==> src/rtl/ex_mem_stage.sv <==
// EX/MEM stage: two-entry skid buffer toward MEM, branch redirect and sticky overflow exception.
// Optional: define EX_MEM_BLTZ_EN to make branch_type 2'b11 a BLTZ/BGEZ sign branch.
module ex_mem_stage #(
  parameter int unsigned DATA_W = 32,
  parameter int unsigned REG_W  = 5
) (
  input  logic              CLK,
  input  logic              RST,
  input  logic              flush,
  input  logic              ex_valid,
  output logic              ex_ready,
  input  logic [DATA_W-1:0] alu_result,
  input  logic              zero_flag,
  input  logic              neg_flag,
  input  logic              overflow,
  input  logic              trap_on_ovf,
  input  logic [1:0]        branch_type,
  input  logic [DATA_W-1:0] branch_target,
  input  logic [DATA_W-1:0] pc_plus4,
  input  logic [REG_W-1:0]  wsel_in,
  input  logic              regwrite_in,
  input  logic              memread_in,
  input  logic              memwrite_in,
  input  logic [DATA_W-1:0] store_data_in,
  output logic              mem_valid,
  input  logic              mem_ready,
  output logic [DATA_W-1:0] mem_result,
  output logic [DATA_W-1:0] mem_store_data,
  output logic [REG_W-1:0]  mem_wsel,
  output logic              mem_regwrite,
  output logic              mem_memread,
  output logic              mem_memwrite,
  output logic              redirect,
  output logic [DATA_W-1:0] redirect_pc,
  output logic              exc_pending,
  output logic [DATA_W-1:0] epc,
  input  logic              exc_ack
);

  typedef struct packed {
    logic [DATA_W-1:0] result;
    logic [DATA_W-1:0] store_data;
    logic [REG_W-1:0]  wsel;
    logic              regwrite;
    logic              memread;
    logic              memwrite;
  } entry_t;

  typedef enum logic [1:0] {StEmpty, StOne, StTwo} state_e;

  state_e            state_q, state_d;
  entry_t            head_q, head_d, skid_q, skid_d, new_entry;
  logic              ready_q, ready_d;
  logic              exc_q, exc_d;
  logic [DATA_W-1:0] epc_q, epc_d;
  logic              redirect_q, redirect_d;
  logic [DATA_W-1:0] redirect_pc_q, redirect_pc_d;
  logic              accept, pop, taken, trap;

  assign accept = ex_valid & ready_q;
  assign pop    = mem_valid & mem_ready;
  assign trap   = accept & ~flush & trap_on_ovf & overflow;

  always_comb begin
    taken = 1'b0;
    case (branch_type)
      2'b01:   taken = zero_flag;
      2'b10:   taken = ~zero_flag;
`ifdef EX_MEM_BLTZ_EN
      2'b11:   taken = wsel_in[0] ? ~neg_flag : neg_flag;
`endif
      default: taken = 1'b0;
    endcase
  end

`ifndef EX_MEM_BLTZ_EN
  logic unused_neg;
  assign unused_neg = neg_flag;
`endif

  // A trapping instruction still flows to MEM but must not commit any side effect.
  always_comb begin
    new_entry.result     = alu_result;
    new_entry.store_data = store_data_in;
    new_entry.wsel       = wsel_in;
    new_entry.regwrite   = regwrite_in & ~(trap_on_ovf & overflow);
    new_entry.memread    = memread_in  & ~(trap_on_ovf & overflow);
    new_entry.memwrite   = memwrite_in & ~(trap_on_ovf & overflow);
  end

  // Occupancy FSM: state register
  always_ff @(posedge CLK or posedge RST) begin
    if (RST) state_q <= StEmpty;
    else     state_q <= state_d;
  end

  // Occupancy FSM: next state
  always_comb begin
    state_d = state_q;
    if (flush) begin
      state_d = StEmpty;
    end else begin
      case (state_q)
        StEmpty: if (accept) state_d = StOne;
        StOne: begin
          if (accept && !pop)      state_d = StTwo;
          else if (pop && !accept) state_d = StEmpty;
        end
        StTwo:   if (pop) state_d = StOne;
        default: state_d = StEmpty;
      endcase
    end
  end

  // Occupancy FSM: outputs
  always_comb begin
    mem_valid = (state_q != StEmpty);
  end

  always_comb begin
    head_d = head_q;
    skid_d = skid_q;
    if (!flush) begin
      case (state_q)
        StEmpty: if (accept) head_d = new_entry;
        StOne: begin
          if (accept && pop) head_d = new_entry;
          else if (accept)   skid_d = new_entry;
        end
        StTwo:   if (pop) head_d = skid_q;
        default: ;
      endcase
    end
  end

  always_comb begin
    exc_d = exc_q;
    epc_d = epc_q;
    if (exc_ack) exc_d = 1'b0;
    if (trap) begin
      exc_d = 1'b1;
      epc_d = pc_plus4 - DATA_W'(4);
    end
    redirect_d    = accept & taken & ~flush;
    redirect_pc_d = redirect_d ? branch_target : '0;
    ready_d       = (state_d != StTwo) & ~exc_d;
  end

  always_ff @(posedge CLK or posedge RST) begin
    if (RST) begin
      head_q        <= '0;
      skid_q        <= '0;
      ready_q       <= 1'b0;
      exc_q         <= 1'b0;
      epc_q         <= '0;
      redirect_q    <= 1'b0;
      redirect_pc_q <= '0;
    end else begin
      head_q        <= head_d;
      skid_q        <= skid_d;
      ready_q       <= ready_d;
      exc_q         <= exc_d;
      epc_q         <= epc_d;
      redirect_q    <= redirect_d;
      redirect_pc_q <= redirect_pc_d;
    end
  end

  assign ex_ready       = ready_q;
  assign mem_result     = head_q.result;
  assign mem_store_data = head_q.store_data;
  assign mem_wsel       = head_q.wsel;
  assign mem_regwrite   = head_q.regwrite;
  assign mem_memread    = head_q.memread;
  assign mem_memwrite   = head_q.memwrite;
  assign redirect       = redirect_q;
  assign redirect_pc    = redirect_pc_q;
  assign exc_pending    = exc_q;
  assign epc            = epc_q;

endmodule

==> config.mk <==
export PLATFORM = sky130hd
export DESIGN_NAME = ex_mem_stage
export DESIGN_NICKNAME = d
export VERILOG_FILES = /design/src/rtl/ex_mem_stage.sv
export SDC_FILE = /design/constraint.sdc
export NUM_CORES = 1
export LEC_CHECK = 0
export BUFFER_PORTS_ARGS = -buffer_cell sky130_fd_sc_hd__buf_2
export CORE_MARGIN = 2
export CORE_UTILIZATION = 50
export CTS_CLUSTER_SIZE = 30
export DETAILED_ROUTE_END_ITERATION = 10
export PLACE_DENSITY_LB_ADDON = 0.2
export SETUP_SLACK_MARGIN = 0.15
export SYNTH_ARGS = -nofsm -noshare
export SYNTH_HDL_FRONTEND = slang
export SYNTH_SLANG_ARGS = --single-unit
==> constraint.sdc <==
create_clock -name CLK -period 8.05 [get_ports CLK]
set_input_delay 0.4025 -clock CLK [delete_from_list [all_inputs] [get_ports CLK]]
set_output_delay 0.4025 -clock CLK [all_outputs]
set_load 0.03 [all_outputs]
==> flow_metrics.tcl, run 1 <==
set metrics [dict create \
    status "finished clean" \
    r2r_end "mem_store_data[17]$_DFFE_PP0P_" \
    fillers 1384 \
    hp-class "in2async" \
    min_period_over_period_pct 38.0 \
    fin_skew_ns 0.00838 \
    clock_latency_ns 0.50 \
    grt_max_degree 113 \
    numCtsBuffers 23 \
    place_ws_ns 4.86 \
    crit_arrival_ns 3.37 \
    grt-ovfl-total 0 \
    path_cells "nor2b_1, or3_1, a21oi_4, buf_4, a31oi_1" \
    synthCells 823 \
    critical_path.max_stage_delay_ns 0.93 \
    holdWs_ns 0.00388 \
    worst_slew_pin_slew_ns 1.10 \
    grt_use_total_pct 22.6 \
    io_buffers 286 \
    ys_warn_count 0 \
    row_count 48 \
    rrSetupSlack_ns 4.99 \
    gp_congestion 0.813 \
    clkTransAtPathRegs_ns 0.06 \
    worstPathRequired_ns 8.36 \
    clockRootBuffer "clkbuf_16" \
    drt_iter0_drc 445 \
    dr.pass1.iters 4 \
    cts_tree "done" \
    vias 6904 \
    p_leak_uw 0.00550 \
    maxCapViolCount 0 \
    start_util_pct 51.1 \
    h-tree-depth 1 \
    ys_seq_area_share_pct 60.5 \
    slew_violations 0 \
    reg2reg_depth 5 \
    syn_area_mm2 0.00881 \
    mostFrequentLayoutCells "buf_2, dfrtp_1, nand2_1, nor2_1, a31oi_1" \
    crit_path_start_kind "flip-flop" \
    fin_ws_ns 4.99 \
    fmax_mhz 327 \
    antenna_found_initial 8 \
    end_kind "flip-flop" \
    cts_resized 0 \
    syn2layout_area_growth_pct 28.0 \
    final_common_cell "buf_2" \
    synth_nets 972 \
    setup_tns_ns 0 \
    num-nets-final 1241 \
    rsz0062_at_grt "false" \
    core_area_mm2 0.0172 \
    die_h_um 137 \
    cp_max_fo 112 \
    wire_per_inst_um 16.0 \
    antenna_left 0 \
    slew_headroom_pct 26.1 \
    grt_pass1_vias 6624 \
    powerDensity_mw_per_mm2 299 \
    synth.distinct_cells 38 \
    drive_gt1_share_pct 37.9 \
    grt_pass1_wl_mm 33.2 \
    routed_via_density 5.14 \
    setup-violations-final 0 \
    stdcell_count 1343 \
    ys_seq_elements 213 \
    dieWidth_um 137 \
    dp.cells 1292 \
    post-cts-setup-buffers 0 \
    r2r-start "state_q[0]$_DFF_PP0_" \
    irDropWorstVdd_v 0.000210 \
    clock_sinks 213 \
    timing_worst_setup_path_type "reg2reg" \
    slowest_stage "buf_4" \
    hold_buffers 0 \
    num_io_pins 288 \
    die-area_mm2 0.0187 \
    drc 0 \
    wl_mm 21.5 \
    hold_viol_final 0 \
    period_needed_ns 3.06 \
    clk_path_buf_depth 3 \
    hpwl_mm 14.2 \
    synth_area_per_cell_um2 10.7 \
]
## per-layer routing
metal	share of wire, %	track usage (%)	up-vias
met4	3.2	7.99	0
met3	8.5	6.52	44
met5	0	0	-
li1	-	-	3333
met2	49	38.3	239
met1	40	27.6	3288
## registers in the layout, indices dropped and copies added, names as in the netlist
signal,flops
skid_q,72
epc,32
mem_result,32
mem_store_data,32
redirect_pc,32
mem_wsel,5
state_q,2
ex_ready,1
exc_pending,1
mem_memread,1
mem_memwrite,1
mem_regwrite,1
redirect,1
## power breakdown
group	switching [uW]	leakage, uW	internal, uW
logic	493	0.00249	279
clock network	421	0.000416	746
registers	121	0.00259	1320
total	1040	0.00550	2340
## cell usage after synthesis
| master | count | share of area [%] |
|---|---|---|
| or2_2 | 1 | 0.071 |
| inv_1 | 4 | 0.17 |
| nor4_4 | 1 | 0.24 |
| clkbuf_1 | 42 | 1.8 |
| nor3_1 | 8 | 0.45 |
| nand3_1 | 2 | 0.11 |
| nand4_2 | 2 | 0.28 |
| o41ai_1 | 1 | 0.099 |
| buf_6 | 1 | 0.13 |
| dfrtp_1 | 213 | 61 |
| nor2_1 | 87 | 3.7 |
| nand2b_1 | 2 | 0.14 |
| nor4_1 | 4 | 0.28 |
| nand3b_1 | 2 | 0.17 |
| and2_1 | 32 | 2.3 |
| o21ai_2 | 1 | 0.099 |
| o31a_1 | 1 | 0.099 |
| ha_1 | 1 | 0.14 |
| o21ai_0 | 16 | 0.91 |
| xor2_1 | 4 | 0.40 |
| xnor2_1 | 20 | 2.0 |
| nor4_2 | 3 | 0.43 |
| a21oi_1 | 10 | 0.57 |
| o31ai_1 | 2 | 0.17 |
| or3_1 | 4 | 0.28 |
| o21ai_1 | 14 | 0.80 |
| buf_2 | 7 | 0.40 |
| mux2_2 | 69 | 8.8 |
| nor3b_1 | 2 | 0.17 |
| o22a_1 | 2 | 0.20 |
| or3_4 | 1 | 0.13 |
| a31oi_1 | 72 | 5.1 |
| or4_1 | 2 | 0.17 |
| nor2b_1 | 3 | 0.21 |
| or4_4 | 1 | 0.13 |
| mux2i_1 | 1 | 0.11 |
| nor3_2 | 5 | 0.57 |
| nand2_1 | 180 | 7.7 |
## logic make-up after synthesis
logic type,share of synthesized area [%]
muxes,8.93
AOI/OAI and AO/OA,8.05
adders and majority gates,0.142
DFF,60.5
buffers and inverters,2.49
xor gates and xnor gates,2.39
and+or+nand+nor,17.5
## worst max-delay path, delay by kind of cell, from the launching register on
family / cells / cell delay, ns
flip-flops: 1 / 0.45
AO/OA/AOI/OAI: 2 / 0.89
AND/OR/NAND/NOR: 2 / 0.53
buffers and inverters: 1 / 0.93
## per-stage QoR
step | total power [uW] | utilization [%] | cell area (um^2)
2_1_floorplan | 1970 | - | 8810
3_3_place_gp | 2200 | 60.4 | 10400
4_1_cts | 3420 | 65.3 | 11300
5_1_grt | 3540 | 65.4 | 11300
3_5_place_dp | 2230 | 60.4 | 10400
6_report | 3380 | 65.4 | 11300
## worst max path at each step
stage | startpoint | end | slack [ns] | cells past startpoint
finish | state_q[0]$_DFF_PP0_ | mem_store_data[17]$_DFFE_PP0P_ | 4.99 | 5
global route | state_q[0]$_DFF_PP0_ | mem_store_data[17]$_DFFE_PP0P_ | 4.73 | 6
CTS | state_q[0]$_DFF_PP0_ | mem_store_data[17]$_DFFE_PP0P_ | 4.97 | 5
detailed placement | ex_valid | mem_store_data[31]$_DFFE_PP0P_ | 4.86 | 6
global placement | ex_valid | mem_wsel[3]$_DFFE_PP0P_ | 4.96 | 6
floorplan | RST | epc[0]$_DFFE_PP0P_ | 1.82 | 1
## cell type report
| cell class | count | area [um^2] | area share (%) |
|---|---|---|---|
| sequential | 213 | 5330 | 47.3 |
| multi-input combinational | 556 | 3290 | 29.1 |
| timing repair buffer | 294 | 1490 | 13.2 |
| clock buffer | 31 | 636 | 5.64 |
| tap | 225 | 282 | 2.50 |
| clock inverter | 11 | 209 | 1.85 |
| inverter | 4 | 22.5 | 0.200 |
| antenna | 9 | 22.5 | 0.200 |
Note: power is estimated with default switching activity, not from simulation.
==> inputs of run 2 (changes only) <==
- ABC_AREA: unset -> 1
- CORE_UTILIZATION: 50 -> 46
- clock period: 8.05 -> 2.53 ns (I/O delays scaled with it)
==> run 2 against run 1 <==
Net effect:
- register-to-register slack got worse by 4.2 ns
- final cell count rose by 37%
- clock-buffer cell count rose by 2
- sequential share of layout area fell by 6.7 points
- worst hold slack improved by 0.019 ns
- via count rose by 28%
- worst setup slack got worse by 4.4 ns
- core utilization rose by 1.4 points
- critical path type is now in2reg
==> flow_metrics.tcl, run 2 <==
set metrics [dict create \
    synth_edf_count 0 \
    dpl_cell_area_mm2 0.0109 \
    ys_warn_count 0 \
    synthCells 1147 \
    post-cts-setup-buffers 0 \
    period_needed_ns 1.94 \
    dr.pass1.iters 5 \
    min_from "ex_valid" \
    wl_mm 27.1 \
    synth.distinct_cells 23 \
    start_util_pct 47.3 \
    clock_latency_ns 0.51 \
    mostFrequentLayoutCells "nand2_1, buf_2, dfrtp_1, nor2_1, dlygate4sd3_1" \
    path_delay_family "buffers and inverters" \
    fin_skew_ns 0.00725 \
    cp_max_fo 22 \
    crit_arrival_ns 2.37 \
    worst-path-buf-inv 5 \
    top_register "skid_q" \
    fillers 1609 \
    num-nets-final 1708 \
    irDropWorstVdd_v 0.000542 \
    cts_resized 0 \
    crit_path_start_kind "input pin" \
    dp.cells 1658 \
    grt-ovfl-total 0 \
    gp_congestion 0.858 \
    largest_reg_flops 72 \
    setup-violations-final 0 \
    status "finished clean" \
    use_met3_pct 6.53 \
    cts_tree "done" \
    multiInputGateArea_mm2 0.00335 \
    worst_slew_pin_slew_ns 0.843 \
    die-area_mm2 0.0213 \
    regArea_mm2 0.00533 \
    clockRootBuffer "clkbuf_16" \
    hold_viol_final 0 \
    hpwl_mm 16.3 \
    yosysTopAreaCell "dfrtp_1" \
    drive_gt1_share_pct 22.3 \
    syn_area_mm2 0.00929 \
    antenna_found_initial 1 \
    grt_max_degree 96 \
    num_io_pins 288 \
    h-tree-depth 1 \
    dieWidth_um 146 \
    end_kind "flip-flop" \
    rsz0062_at_grt "false" \
    core_area_mm2 0.0197 \
    critical_path.max_stage_delay_ns 0.56 \
    rrSetupSlack_ns 0.81 \
    antenna_left 0 \
    slew_violations 0 \
    row_count 51 \
    final_common_cell "nand2_1" \
    powerDensity_mw_per_mm2 815 \
    synth_area_per_cell_um2 8.10 \
    synth_async_sr_flop_share_pct 100 \
    synth_top_area_share_pct 57.4 \
    syn2layout_area_growth_pct 41.4 \
    numCtsBuffers 24 \
    ys_seq_elements 213 \
    drc 0 \
    worstPathRequired_ns 2.96 \
    grt_use_met1_pct 31.2 \
    io_buffers 286 \
    hold_path_depth 4 \
    use_met2_pct 44.1 \
    ys.flop_type "dfrtp_1" \
    slew_headroom_pct 43.8 \
    r2r_end "mem_wsel[0]$_DFFE_PP0P_" \
    maxCapViolCount 0 \
    clk_path_buf_depth 3 \
    reg2reg_depth 8 \
    busiest_layer "met2" \
    grt_pass1_wl_mm 43.8 \
    ys_seq_area_share_pct 57.4 \
    routed_via_density 4.81 \
    yosys-top-cells-count "nand2_1, dfrtp_1, nor2_1" \
    min_period_over_period_pct 76.7 \
    postLayoutCellArea_mm2 0.0131 \
    clkTransAtPathRegs_ns 0.06 \
    hp-class "in2reg" \
    stdcell_count 1842 \
    min_delay_worst_endpoint "state_q[0]$_DFF_PP0_" \
    hold_buffers 140 \
    synth_most_common_cell "nand2_1" \
    p_leak_uw 0.00693 \
    synth_nets 1296 \
    drt_iter0_drc 498 \
    slowest_stage "dlygate4sd3_1" \
    die_h_um 146 \
    synth_area_leaders "dfrtp_1, nand2_1, nor2_1, a31oi_1, inv_1" \
    wire_per_inst_um 14.7 \
    grt_use_total_pct 25.0 \
    vias 8866 \
    grt_pass1_vias 8850 \
    clock_sinks 213 \
    fmax_mhz 516 \
    r2r-start "state_q[1]$_DFF_PP0_" \
    timing_worst_setup_path_type "in2reg" \
    path_cells "dlygate4sd3_1, buf_2, o21ai_0, dlygate4sd3_1, nand2_1, nor2_1, inv_1, buf_4, nor2_1" \
]
run 2: cell count changes after synthesis, moves of 20 or more:
cell      before  now
xnor2_1       20    0
mux2_2        69    0
nand2_1      180  479
inv_1          4   75
nand3_1        2   28
clkbuf_1      42   19
and2_1        32    0
nor2_1        87  168
run 2: power breakdown:
group          internal, uW  switching (uW)
clock network          2170            1400
logic                   904            1710
registers              4140             385
total                  7210            3490
run 2: how the worst max path moves through the flow:
| stage | endpoint | cells after the start | slack [ns] | start |
|---|---|---|---|---|
| 4_1_cts | redirect_pc[30]$_DFF_PP0_ | 9 | 0.62 | zero_flag |
| 3_5_place_dp | mem_store_data[20]$_DFFE_PP0P_ | 8 | 0.82 | state_q[1]$_DFF_PP0_ |
| 2_1_floorplan | epc[0]$_DFFE_PP0P_ | 1 | -0.37 | RST |
| 6_report | redirect_pc[12]$_DFF_PP0_ | 9 | 0.59 | zero_flag |
| 5_1_grt | redirect_pc[28]$_DFF_PP0_ | 9 | 0.45 | zero_flag |
| 3_3_place_gp | mem_store_data[8]$_DFFE_PP0P_ | 8 | 0.86 | state_q[1]$_DFF_PP0_ |
run 2: logic make-up (layout without fill, tap and decap cells):
group | after synthesis | in the layout | synth area share (%)
flops | 213 | 213 | 57.4
fa+ha+maj | 1 | 1 | 0.135
xor+xnor | 5 | 5 | 0.471
buf+inv | 138 | 567 | 6.71
simple gates | 688 | 688 | 28.6
other cells | 0 | 1 | 0
compound gates | 102 | 102 | 6.72
run 2: through the flow:
stage                     hold WS, ns  setup TNS [ns]  power, uW  worst slack [ns]  utilization [%]
after floorplan                 0.233          -78.10       6180            -0.367                -
after global placement          0.162               0       6940             0.860             55.5
after detailed placement        0.164               0       7010             0.819             55.5
after CTS                    0.000777               0      10800             0.623             66.8
after global routing           0.0608               0      11300             0.446             66.8
final                          0.0227               0      10700             0.590             66.8
run 2: tightest hold or removal path: stages:
cell and delay, ns:
buf_2 0.08, nand2_1 0.08, nand2_1 0.11, a311oi_1 0.09
run 2: layer usage:
metal	vias to the layer above	share of wire, %
li1	4403	-
met3	30	9.1
met4	0	1.4
met5	-	0
met2	338	49
met1	4095	40
run 2: cell type report:
cell class,instances,area share (%)
Sequential cell,213,40.6
Multi-Input combinational cell,796,25.5
Timing Repair Buffer,439,22.7
Clock buffer,33,5.14
Tap cell,265,2.53
Inverter,85,2.47
Clock inverter,10,1.07
Antenna cell,1,0.0191
==> inputs of run 3 (changes only) <==
- CORE_UTILIZATION: 46 -> 50
- clock period: 2.53 -> 1.8 ns (I/O delays scaled with it)
==> run 3 against run 2 <==
Net effect:
- combinational power rose by 45%
- flip-flop and latch count unchanged
- sequential share of layout area down 0.57 points
- critical path depth is the same
- global-route usage increased by 2.9 points
- core utilization rose by 6.8 points
- first-iteration DRC count increased by 13%
- final cell count is 0.92% lower
- worst setup slack lost 0.33 ns
- clock power is 28% higher
- via count grew 4.3%
==> flow_metrics.tcl, run 3 (same netlist as run 2, synthesis figures left out) <==
set metrics [dict create \
    status "finished clean" \
    start_util_pct 51.4 \
    grt_pass1_wl_mm 44.8 \
    drt_iter0_drc 564 \
    cp_num_cells 9 \
    hpwl_mm 17.1 \
    mostFrequentLayoutCells "nand2_1, buf_2, dfrtp_1, nor2_1, dlygate4sd3_1" \
    p_leak_uw 0.00705 \
    utilization_pct 73.6 \
    cp_max_fo 26 \
    clk_path_buf_depth 3 \
    period_needed_ns 1.54 \
    final_common_cell "nand2_1" \
    fmax_mhz 651 \
    holdWs_ns 0.0230 \
    reg2reg_depth 9 \
    clkTransAtPathRegs_ns 0.06 \
    r2r-start "state_q[0]$_DFF_PP0_" \
    min_from "pc_plus4[22]" \
    clock_latency_ns 0.50 \
    num_antenna_cells 0 \
    grt-ovfl-total 0 \
    antenna_found_initial 0 \
    irDropWorstVdd_v 0.000754 \
    maxCapViolCount 0 \
    syn2layout_area_growth_pct 43.4 \
    grt_max_degree 47 \
    fin_ws_ns 0.263 \
    slowest_stage "dfrtp_2" \
    worst_slew_pin_slew_ns 0.591 \
    drive_gt1_share_pct 23.4 \
    grt_use_total_pct 27.9 \
    grt_pass1_vias 9200 \
    hp-class "in2reg" \
    antenna_left 0 \
    wire_per_inst_um 15.3 \
    largest_reg_flops 72 \
    worstPathRequired_ns 2.21 \
    h-tree-depth 1 \
    worst-path-buf-inv 4 \
    wl_mm 27.9 \
    setup-violations-final 0 \
    crit_path_start "state_q[0]$_DFF_PP0_" \
    place_ws_ns 0.202 \
    timing_worst_setup_path_type "reg2reg" \
    core_area_mm2 0.0181 \
    numCtsBuffers 23 \
    row_count 49 \
    dr.pass1.iters 7 \
    path_cells "inv_2, nor2_2, inv_2, nand3_1, nor2_4, buf_12, buf_12, nor2_1, a31oi_1" \
    r2r_end "mem_result[12]$_DFFE_PP0P_" \
    path_delay_family "buffers and inverters" \
    vias 9250 \
    dpl_cell_area_mm2 0.0111 \
    clockRootBuffer "clkbuf_16" \
    critical_path.max_stage_delay_ns 0.44 \
    clock_sinks 213 \
    postLayoutCellArea_mm2 0.0133 \
    die-area_mm2 0.0197 \
    io_buffers 286 \
    num_io_pins 288 \
    top_register "skid_q" \
    rrSetupSlack_ns 0.26 \
    min_period_over_period_pct 85.4 \
    dieWidth_um 140 \
    end_kind "flip-flop" \
    slew_violations 0 \
    worstSetupEndpoint "mem_result[12]$_DFFE_PP0P_" \
    routed_via_density 5.07 \
    total_power_uw 14700 \
    gp_congestion 0.873 \
    drc 0 \
    fin_skew_ns 0.00910 \
    rsz0062_at_grt "false" \
    powerDensity_mw_per_mm2 1110 \
    num-nets-final 1728 \
    cts_tree "done" \
    die_h_um 140 \
    hold_viol_final 0 \
    slew_headroom_pct 60.5 \
    crit_path_start_kind "flip-flop" \
    crit_arrival_ns 1.95 \
]
==> run 3: cell count changes in the layout (fill, tap and decap cells not counted), moves of 3 or more <==
cell / delta
buf_12: +10
buf_4: +6
clkbuf_1: -3
clkinv_2: +3
==> run 3: worst min path at each step <==
stage               cells after the start                       end
floorplan                               2  redirect_pc[0]$_DFF_PP0_
global placement                        2        epc[5]$_DFFE_PP0P_
detailed placement                      2        epc[5]$_DFFE_PP0P_
CTS                                     5       epc[22]$_DFFE_PP0P_
global route                            5       epc[22]$_DFFE_PP0P_
finish                                  5       epc[22]$_DFFE_PP0P_
==> run 3: final cells by class <==
cell class	count	area (um^2)
sequential	213	5330
timing repair buffer	460	3290
clock inverter	14	109
fill	1293	4770
tap	229	287
clock buffer	28	624
inverter	85	328
multi-input combinational	796	3350
==> run 3: metrics by stage <==
stage	setup TNS, ns	std cells
CTS	0	1820
floorplan	-225.82	1147
detailed placement	0	1636
global route	0	1825
finish	0	1825
global placement	0	1636
==> run 3: worst register-to-register path: cells and delay by family, from the launching register on <==
family / cells / cell delay, ns
AOI/OAI and AO/OA: 1 / 0.17
and+or+nand+nor: 4 / 0.35
DFF: 1 / 0.44
buffers and inverters: 4 / 0.48
==> run 3: metal layers <==
| metal | track usage, % | up-vias | routed length, um |
|---|---|---|---|
| met3 | 6.43 | 94 | 2120 |
| met5 | 0 | - | 0 |
| met4 | 11.9 | 0 | 1180 |
| met2 | 47.5 | 376 | 13400 |
| li1 | - | 4455 | - |
| met1 | 34.4 | 4325 | 11200 |
==> run 3: where the power goes <==
| part | internal, uW | switching [uW] | leakage [uW] | total (uW) |
|---|---|---|---|---|
| Sequential | 5810 | 556 | 0.00261 | 6370 |
| Combinational | 1340 | 2450 | 0.00408 | 3790 |
| Clock | 2630 | 1950 | 0.000370 | 4580 |
| Total | 9780 | 4950 | 0.00705 | 14700 |
==> run 3: timing repair <==
action	CTS	global route
hold endpoints to repair	226	0
endpoints found under the setup margin	0	43
resized for setup	0	5
hold buffers	142	0
buffers inserted	0	4
